[config.mk]
export PLATFORM = sky130hd
export DESIGN_NAME = prog_rom_loader
export DESIGN_NICKNAME = d
export VERILOG_FILES = /design/src/rtl/prog_rom_loader.sv
export SDC_FILE = /design/constraint.sdc
export NUM_CORES = 1
export LEC_CHECK = 0
export BUFFER_PORTS_ARGS = -buffer_cell sky130_fd_sc_hd__buf_4
export CAP_MARGIN = 15
export CORE_ASPECT_RATIO = 1.5
export CORE_MARGIN = 4
export CORE_UTILIZATION = 60
export CTS_CLUSTER_DIAMETER = 30
export CTS_CLUSTER_SIZE = 25
export DETAILED_ROUTE_END_ITERATION = 6
export PLACE_DENSITY = 0.76
export SLEW_MARGIN = 10
export SYNTH_ARGS = -nofsm -noshare
export SYNTH_HDL_FRONTEND = slang
export SYNTH_SLANG_ARGS = --single-unit
[constraint.sdc]
create_clock -name CLK -period 5.3 [get_ports CLK]
set_clock_uncertainty 0.1 [all_clocks]
set_input_delay 1.06 -clock CLK [delete_from_list [all_inputs] [get_ports CLK]]
set_output_delay 1.06 -clock CLK [all_outputs]
set_load 0.01 [all_outputs]
[src/rtl/prog_rom_loader.sv]
`default_nettype none
// ============================================================================
// Module   : prog_rom_loader
// Brief    : Program memory with a combinational CPU fetch port and a
//            ready/valid loader. The CPU is stalled (HOLD) for the whole load.
//            Optional trailing checksum word, enabled by the macro
//            PROG_ROM_CHECKSUM_EN.
// Revision : 1.0 - initial release
// ============================================================================
module prog_rom_loader #(
  parameter int ADDR_W = 4,
  parameter int DATA_W = 8
) (
  input  logic              CLK,
  input  logic              CLR,
  input  logic [ADDR_W-1:0] ADDR,
  output logic [DATA_W-1:0] DATA,
  input  logic              LD_START,
  input  logic              LD_ABORT,
  input  logic              LD_VALID,
  input  logic [DATA_W-1:0] LD_DATA,
  output logic              LD_READY,
  output logic              LD_DONE,
  output logic              LD_ERR,
  output logic              HOLD
);

  localparam int DEPTH = 2**ADDR_W;
  localparam logic [ADDR_W-1:0] LAST_PTR = {ADDR_W{1'b1}};

`ifdef PROG_ROM_CHECKSUM_EN
  typedef enum logic [1:0] {IDLE = 2'd0, LOAD = 2'd1, CHK = 2'd2, DONE = 2'd3} state_t;
`else
  typedef enum logic [1:0] {IDLE = 2'd0, LOAD = 2'd1, DONE = 2'd3} state_t;
`endif

  state_t            state;
  state_t            state_nxt;
  logic [ADDR_W-1:0] wptr;
  logic [DATA_W-1:0] mem [DEPTH];
  logic              load_go;   // load request accepted in IDLE
  logic              word_wr;   // accepted payload word is written this edge

  // Fetch port: plain asynchronous read of the program memory.
  assign DATA = mem[ADDR];

  // Next-state logic: abort beats a word arriving on the same edge.
  always_comb begin
    state_nxt = state;
    case (state)
      IDLE: if (LD_START) state_nxt = LOAD;
      LOAD: begin
        if (LD_ABORT) begin
          state_nxt = IDLE;
        end else if (LD_VALID && (wptr == LAST_PTR)) begin
`ifdef PROG_ROM_CHECKSUM_EN
          state_nxt = CHK;
`else
          state_nxt = DONE;
`endif
        end
      end
`ifdef PROG_ROM_CHECKSUM_EN
      CHK: begin
        if (LD_ABORT)      state_nxt = IDLE;
        else if (LD_VALID) state_nxt = DONE;
      end
`endif
      DONE:    state_nxt = IDLE;
      default: state_nxt = IDLE;
    endcase
  end

  // Output and strobe decode from the current state.
  always_comb begin
    LD_READY = 1'b0;
    HOLD     = 1'b0;
    LD_DONE  = 1'b0;
    load_go  = 1'b0;
    word_wr  = 1'b0;
    case (state)
      IDLE: load_go = LD_START;
      LOAD: begin
        LD_READY = 1'b1;
        HOLD     = 1'b1;
        word_wr  = LD_VALID & ~LD_ABORT;
      end
`ifdef PROG_ROM_CHECKSUM_EN
      CHK: begin
        LD_READY = 1'b1;
        HOLD     = 1'b1;
      end
`endif
      DONE: begin
        HOLD    = 1'b1;
        LD_DONE = 1'b1;
      end
      default: ;
    endcase
  end

  // State register.
  always_ff @(posedge CLK or posedge CLR) begin
    if (CLR) state <= IDLE;
    else     state <= state_nxt;
  end

  // Write pointer: cleared on load start, wraps naturally after the last word.
  always_ff @(posedge CLK or posedge CLR) begin
    if (CLR)          wptr <= '0;
    else if (load_go) wptr <= '0;
    else if (word_wr) wptr <= wptr + 1'b1;
  end

  // Memory array: deliberately outside the reset so CLR never disturbs code.
  always_ff @(posedge CLK) begin
    if (word_wr) mem[wptr] <= LD_DATA;
  end

`ifdef PROG_ROM_CHECKSUM_EN
  logic [DATA_W-1:0] sum;
  logic              err;

  // Running modulo-2**DATA_W sum of payload words and sticky mismatch flag.
  always_ff @(posedge CLK or posedge CLR) begin
    if (CLR) begin
      sum <= '0;
      err <= 1'b0;
    end else if (load_go) begin
      sum <= '0;
      err <= 1'b0;
    end else begin
      if (word_wr) sum <= sum + LD_DATA;
      if ((state == CHK) && LD_VALID && !LD_ABORT && (LD_DATA != sum)) err <= 1'b1;
    end
  end

  assign LD_ERR = err;
`else
  assign LD_ERR = 1'b0;
`endif

endmodule
`default_nettype wire
# Word level (Yosys, flattened, before mapping)
# Memory sizes are Yosys's and may differ from the RTL's.
# Cells that the tools add are included.
# totals
register_bits,6
ram_bits,128
inputBits,17
out_inout_bits,12
mem_count,1
# mem_list
memory,depth,word_bits,read_ports,rd_clocked_by_memory_dff,wr,line,text
mem,16,8,1,0,1,40,logic [DATA_W-1:0] mem [DEPTH];
# op_classes
addsub,1
eq_ne,5
n_mux,13
bitwise,2
reduce_logical,5
# ops
operator,n
2-to-1 mux 4 bit,2
2-to-1 mux 1 bit,7
2-to-1 mux 2 bit,3
adder 4 x 1 -> 4 bit (second input constant),1
== test 4 bit (second input constant),1
case mux 2 bit (2 select lines),1
!= test 3 bit (second input constant),1
== test 2 x 1 -> 1 bit (second input constant),1
== test 2 bit (second input constant),1
zero test 2 bit,1
!= test 2 bit (second input constant),1
AND reduction 2 bit,1
nonzero test 2 bit,1
OR reduction 2 bit,1
bitwise AND 1 bit,1
logical AND 1 bit,1
inverter 1 bit,1

# Depth between registers and ports, before layout
# Gate-level depths: netlist (run 1).
# logic_depth
depth_word,5
ltp_mapped,5
ltp_nobuf,4

# Least setup slack after synthesis (run 1)
# OpenSTA, ideal clock, no wires.
# synth_timing
path_kind,in2out
from,input port ADDR[0]
to,output port DATA[4]
t_arrival_ps,2134
required_ps,4140
slack_ps,2006
cell_stages,5
n_path_buf,2
cell_sequence,buf_6 > buf_6 > mux4_1 > a22oi_1 > nand2_1
# synth_between
elab_chain_cells,1
# synth_lines
item,line,text
start: declaration,16,"input logic [ADDR_W-1:0] ADDR,"
memory read (16 x 8 bit),-,
end: declaration,17,"output logic [DATA_W-1:0] DATA,"
# No other way between the ends.

# Worst setup path after layout (run 1)
# layout_timing
from,input port ADDR[0]
to,output port DATA[1]
# Same word-level chain as after synthesis.

==> results of run 1 <==
[flip-flops by register name (all words and copies together), names as in the netlist]
register  flops
mem         128
wptr          4
state         2
[stage by stage]
stage / instances / setup WS (ns) / total power (µW)
detailed placement: 388 / 1.395 / 1316
finish: 417 / 1.415 / 2336
global route: 417 / 1.304 / 2418
CTS: 417 / 1.387 / 2352
floorplan: 262 / 2.006 / 1267
global placement: 388 / 1.379 / 1313
[layer usage]
metal | share of wire, % | global-route usage [%]
met1 | 37 | 25.80
met2 | 54 | 35.85
met3 | 6.6 | 6.420
met4 | 2.0 | 9.208
met5 | 0 | 0
[critical path: cells and delay by family]
kind / cells / cell delay [ns]
muxes: 1 / 0.62
buffers and inverters: 2 / 0.61
AOI/OAI and AO/OA: 1 / 0.32
and+or+nand+nor: 1 / 0.10
[cell usage in the layout (no fill, tap or decap)]
cell type,count
edfxtp_1,128
buf_4,29
clkbuf_16,17
mux4_2,16
and2_1,16
a22oi_1,16
mux4_1,16
nand2_1,13
inv_1,6
dfrtp_1,6
a21oi_1,5
ha_1,4
clkinv_1,4
clkbuf_1,4
nor2_1,3
nor4_2,3
o21ai_0,2
or3_1,2
nor2b_1,2
nor4_1,2
nor3_1,2
clkinv_2,2
bufinv_16,2
nand4bb_1,1
nor3b_1,1
nor4bb_1,1
and2b_1,1
or3b_1,1
nand3_1,1
conb_1,1
[cells by family after synthesis]
| kind of cell | count (synthesis) | synth area share, % |
|---|---|---|
| mux | 32 | 14.47 |
| simple gates | 49 | 5.356 |
| flops | 134 | 74.01 |
| compound gates | 23 | 2.875 |
| fa+ha+maj | 4 | 0.9275 |
| other cells | 1 | 0.06949 |
| buf+inv | 19 | 2.295 |
[cell type report]
cell class,count,area [µm²],share of cell area (%)
Multi-Input combinational cell,109,1285,20.79
Inverter,6,22.52,0.3643
Timing Repair Buffer,29,217.7,3.522
Clock buffer,21,440.4,7.124
Sequential cell,134,3994,64.60
Tap cell,110,137.6,2.226
Clock inverter,8,85.08,1.376
[power breakdown]
group	leakage (µW)	switching, µW	internal [µW]	total, µW
sequential	0.00123	5.77	1170	1180
clock	0.000257	369	673	1040
combinational	0.000614	66.4	52.4	119
[final timing paths]
kind	end	cells after the start	from	slack [ns]
max	DATA[1]	5	ADDR[0]	1.41
min	state[0]	1	state[1]	0.45
max reg2reg	mem[7][1]	3	state[1]	2.82
min reg2reg	state[0]	1	state[1]	0.45
max in group asynchronous	state[1]	2	CLR	4.44
min in group asynchronous	wptr[0]	2	CLR	0.46
==> metrics.txt, run 1 <==
status=finished clean; worst min-delay path category=register to register; Final Setup Violations=0; setup TNS=0 ns; number of global-route vias before repair=2718; Nets=318; setup bufs post-CTS=0; Final Wtd Congestion=0.7523; DPL Wire Length=6525 µm; nature of the critical path endpoint=output port; Post-synth EDFFs=128; Worst EP required=4.14 ns; Slew Viols, Final=0; initial antenna violation count=0; syn_nets=283; I/O Buffers=27; first-pass GRT wire length=15550 µm; placed cell area=5657 µm²; sequential-to-total area share from yosys stat=74.01%; IO Pins=29; worst-path fanout max=32; unrepaired setup endpoints after global routing=false; Syn-to-layout area delta=14.56%; Core ar.=8828 µm²; Max-slew headroom=35.39%; TritonCTS Sinks=134; Worst-path clk slew=0.05 ns; DR iter-0 viols=261; post-synthesis cell count=262; wire per inst=23.92 µm; post-layout util=70.03%; count leader, synth=edfxtp_1; die width=85.44 µm; Ys Warns=0; DR vias=2569; diode count=0; CP Class=input port to output port; share of the synthesized area in the top cell type=71.23%; fmax=257.4 MHz; Cell variety after synth=29; post-synthesis area per instance=20.60 µm²; share of cells above drive strength 1=22.48%; largest net degree at the start of global routing=33; Max-cap violations=0; # DRC=0; grt total ovfl=0; FF+latch count, synth=134; Slowest cell on crit path=mux4_1; Final Hold Fails=0; Crit path largest cell delay=0.62 ns; htree depth=4; CP most frequent cell=buf_4; measured slew at the worst slew-check pin=0.9603 ns; Via density=6.161; clock root buffer=clkbuf_16; drt first pass iters=4; design area=6182 µm²; Worst VDD drop=0.0002608 V; Static Leakage=0.002103 µW; hold_buf cts=0; ys flop type=edfxtp_1; number of fill cells=535; routed wire length=9976 µm; Max clock buf depth=2; pwr/cell area=377.9 nW/µm²; DIE AREA=10610 µm²; row count=42; Final ANT Viol Nets=0; PostCTS Resize Cnt=0; CTS tree=yes; Initial Utilization=61.13%; crit path cell chain=buf_4 > mux4_1 > a22oi_1 > nand2_1 > buf_4; mapped cell area=5396 µm²; Final period util=73.31%; total CTS buffers=17; minimum clock period=3.885 ns; top cells by area, synth=edfxtp_1 (71%), mux4_1 (7.8%), mux4_2 (6.7%), dfrtp_1 (2.8%), a22oi_1 (2.2%); Die H=124.2 µm; GRT Total Usage=21.37%; clk_lat worst skew=0.41 ns; Commonest cells post-synth=edfxtp_1 (128), a22oi_1 (16), and2_1 (16), mux4_1 (16), mux4_2 (16); Setup crit start kind=input port; Data arrival, critical path=2.73 ns; cell taking the most area after synthesis=edfxtp_1; Hold WS=0.4525 ns; share of synthesized registers carrying an async set or reset=4.478%
Power figures use the tool's default switching activity.
==> inputs of run 2 (changes only) <==
--- a/config.mk
+++ b/config.mk
@@ -9,11 +9,11 @@
 export CAP_MARGIN = 15
 export CORE_ASPECT_RATIO = 1.5
 export CORE_MARGIN = 4
-export CORE_UTILIZATION = 60
+export CORE_UTILIZATION = 54
 export CTS_CLUSTER_DIAMETER = 30
 export CTS_CLUSTER_SIZE = 25
 export DETAILED_ROUTE_END_ITERATION = 6
-export PLACE_DENSITY = 0.76
+export PLACE_DENSITY = 0.73
 export SLEW_MARGIN = 10
 export SYNTH_ARGS = -nofsm -noshare
 export SYNTH_HDL_FRONTEND = slang
==> constraint.sdc (replaced) <==
create_clock -name CLK -period 3.4 [get_ports CLK]
set_clock_uncertainty 0.1 [all_clocks]
set_input_delay 0.68 -clock CLK [delete_from_list [all_inputs] [get_ports CLK]]
set_output_delay 0.68 -clock CLK [all_outputs]
set_load 0.01 [all_outputs]
==> run 2 against run 1 <==
Compared with the run above: wire length is 1.4% higher; register-to-register slack worse by 1.7 ns; critical endpoint unchanged; worst setup slack worse by 0.98 ns; non-clock buffer count is 4 higher; clock-buffer cell count is 3 lower; critical path type unchanged; combinational power is 61% higher.
==> metrics.txt, run 2 (synthesized netlist as in run 1, its figures left out) <==
CP Class=input port to output port (unchanged); commonest non-fill, non-tap cell in the layout=edfxtp_1 (unchanged); routed wire length=10120 µm (was 9976 µm); pwr/cell area=606.3 nW/µm² (was 377.9 nW/µm²); Max-slew headroom=53.17% (was 35.39%); Final Setup Violations=0 (unchanged); Top Registers=mem: 128 flops, wptr: 4 flops, state: 2 flops (unchanged); total chip power=3809 µW (was 2336 µW); row count=44 (was 42); Syn-to-layout area delta=16.42% (was 14.56%); DR vias=2601 (was 2569); minimum clock period=2.966 ns; max reg flops=128 (unchanged); DR iter-0 viols=188 (was 261); Slowest cell on crit path=mux4_1 (unchanged); clock root buffer=clkbuf_16 (unchanged); Worst-path clk slew=0.05 ns (about the same); setup bufs post-CTS=0 (unchanged); r2r endpoint=mem[11][7] (was mem[7][1]); fmax=337.2 MHz; delay-heaviest family, CP=buffers and inverters (was multiplexers); Setup crit start kind=input port (unchanged); worst reg2reg path startpoint=state[1] (unchanged); share of cells above drive strength 1=25.48% (was 22.48%); Via density=6.063 (was 6.161); measured slew at the worst slew-check pin=0.6960 ns (was 0.9603 ns); CTS tree=yes (unchanged); CP most frequent cell=buf_4 (unchanged); Core ar.=9744 µm² (was 8828 µm²); diode count=0 (unchanged); die width=89.62 µm (was 85.44 µm); reg2reg path depth=3 (unchanged); worst-path fanout max=12 (was 32); Worst EP required=2.62 ns (was 4.14 ns); total CTS buffers=17 (unchanged); first-pass GRT wire length=15460 µm (was 15550 µm); PostCTS Resize Cnt=0 (unchanged); worst min-delay path category=input port to asynchronous set/reset pin (was register to register); # DRC=0 (unchanged); hold_buf cts=0 (unchanged); number of fill cells=648 (was 535); unrepaired setup endpoints after global routing=false (unchanged); number of global-route vias before repair=2716 (was 2718); wire per inst=23.58 µm (was 23.92 µm); I/O Buffers=27 (unchanged); Final period util=87.23%; Nets=322 (was 318); Static Leakage=0.002144 µW (was 0.002103 µW); Final Wtd Congestion=0.7606 (was 0.7523); drt first pass iters=5 (was 4); Buf+Inv Stages, Crit Path=3 (was 2); DIE AREA=11690 µm² (was 10610 µm²); GRT Total Usage=19.25% (was 21.37%); Max clock buf depth=2 (unchanged); Biggest register=mem (unchanged); grt total ovfl=0 (unchanged); Initial Utilization=55.38% (was 61.13%); htree depth=4 (unchanged); DPL Wire Length=6720 µm (was 6525 µm); crit path cell chain=buf_4 > buf_4 > mux4_1 > a22oi_1 > nand2_1 > buf_4 (was buf_4 > mux4_1 > a22oi_1 > nand2_1 > buf_4); initial antenna violation count=0 (unchanged); Final ANT Viol Nets=0 (unchanged); Slew Viols, Final=0 (unchanged); setup TNS=0 ns (unchanged); largest net degree at the start of global routing=33 (unchanged); Data arrival, critical path=2.19 ns (was 2.73 ns); Final Hold Fails=0 (unchanged); clk_lat worst skew=0.41 ns (about the same); status=finished clean (unchanged); Die H=130.4 µm (was 124.2 µm); commonest non-fill, non-tap cells in the layout=edfxtp_1 (128), buf_4 (33), clkbuf_16 (17) (was edfxtp_1 (128), buf_4 (29), clkbuf_16 (17)); Worst VDD drop=0.0004067 V (was 0.0002608 V); Max-cap violations=0 (unchanged); IO Pins=29 (unchanged); TritonCTS Sinks=134 (unchanged); nature of the critical path endpoint=output port (unchanged); Crit path largest cell delay=0.60 ns (was 0.62 ns); FF-to-FF setup slack=1.09 ns (was 2.82 ns)
run 2: area by class of cell:
type                       count  area, µm²  share of cell area (%)
clock inverter                14      160.2                   2.549
sequential                   134       3994                   63.57
multi-input combinational    109       1285                   20.45
tap                          115      143.9                   2.290
timing repair buffer          33      247.7                   3.943
inverter                       6      22.52                  0.3585
clock buffer                  18      429.2                   6.831
run 2: per-layer routing:
metal	vias to the layer above	routed length [µm]	track usage [%]
met1	1315	3922	23.77
met5	-	0	0
li1	1165	-	-
met3	19	522	5.395
met4	0	276	8.063
met2	102	5395	31.72
run 2: worst max-delay path by stage:
| stage | startpoint | end | cells after the start | slack (ns) |
|---|---|---|---|---|
| after detailed placement | ADDR[0] | DATA[1] | 6 | 0.40 |
| after global routing | ADDR[0] | DATA[1] | 6 | 0.32 |
| final | ADDR[0] | DATA[1] | 6 | 0.43 |
| after CTS | ADDR[0] | DATA[1] | 6 | 0.40 |
| after global placement | ADDR[0] | DATA[1] | 6 | 0.42 |
| after floorplan | LD_ABORT | mem[15][0] | 3 | 0.82 |
run 2: report_power, final:
part / switching, µW / total [µW] / leakage, µW / internal (µW)
clock: 643 / 1790 / 0.000278 / 1140
sequential: 9.85 / 1830 / 0.00123 / 1820
combinational: 107 / 192 / 0.000633 / 85.3
run 2: worst reg2reg max path: stages (launching register included):
cell and delay, ns:
dfrtp_1 0.43, or3b_1 0.53, nor4_2 0.34, and2_1 0.54
run 2: stage by stage:
| step | instances | hold slack (ns) | utilization, % | worst slack (ns) | area (µm²) |
|---|---|---|---|---|---|
| floorplan | 262 | 0.3710 | - | 0.8207 | 5396 |
| global placement | 397 | 0.4290 | 58.42 | 0.4249 | 5693 |
| detailed placement | 397 | 0.4335 | 58.42 | 0.3966 | 5693 |
| CTS | 429 | 0.09098 | 64.47 | 0.3976 | 6282 |
| global route | 429 | 0.09130 | 64.47 | 0.3198 | 6282 |
| finish | 429 | 0.09280 | 64.47 | 0.4341 | 6282 |
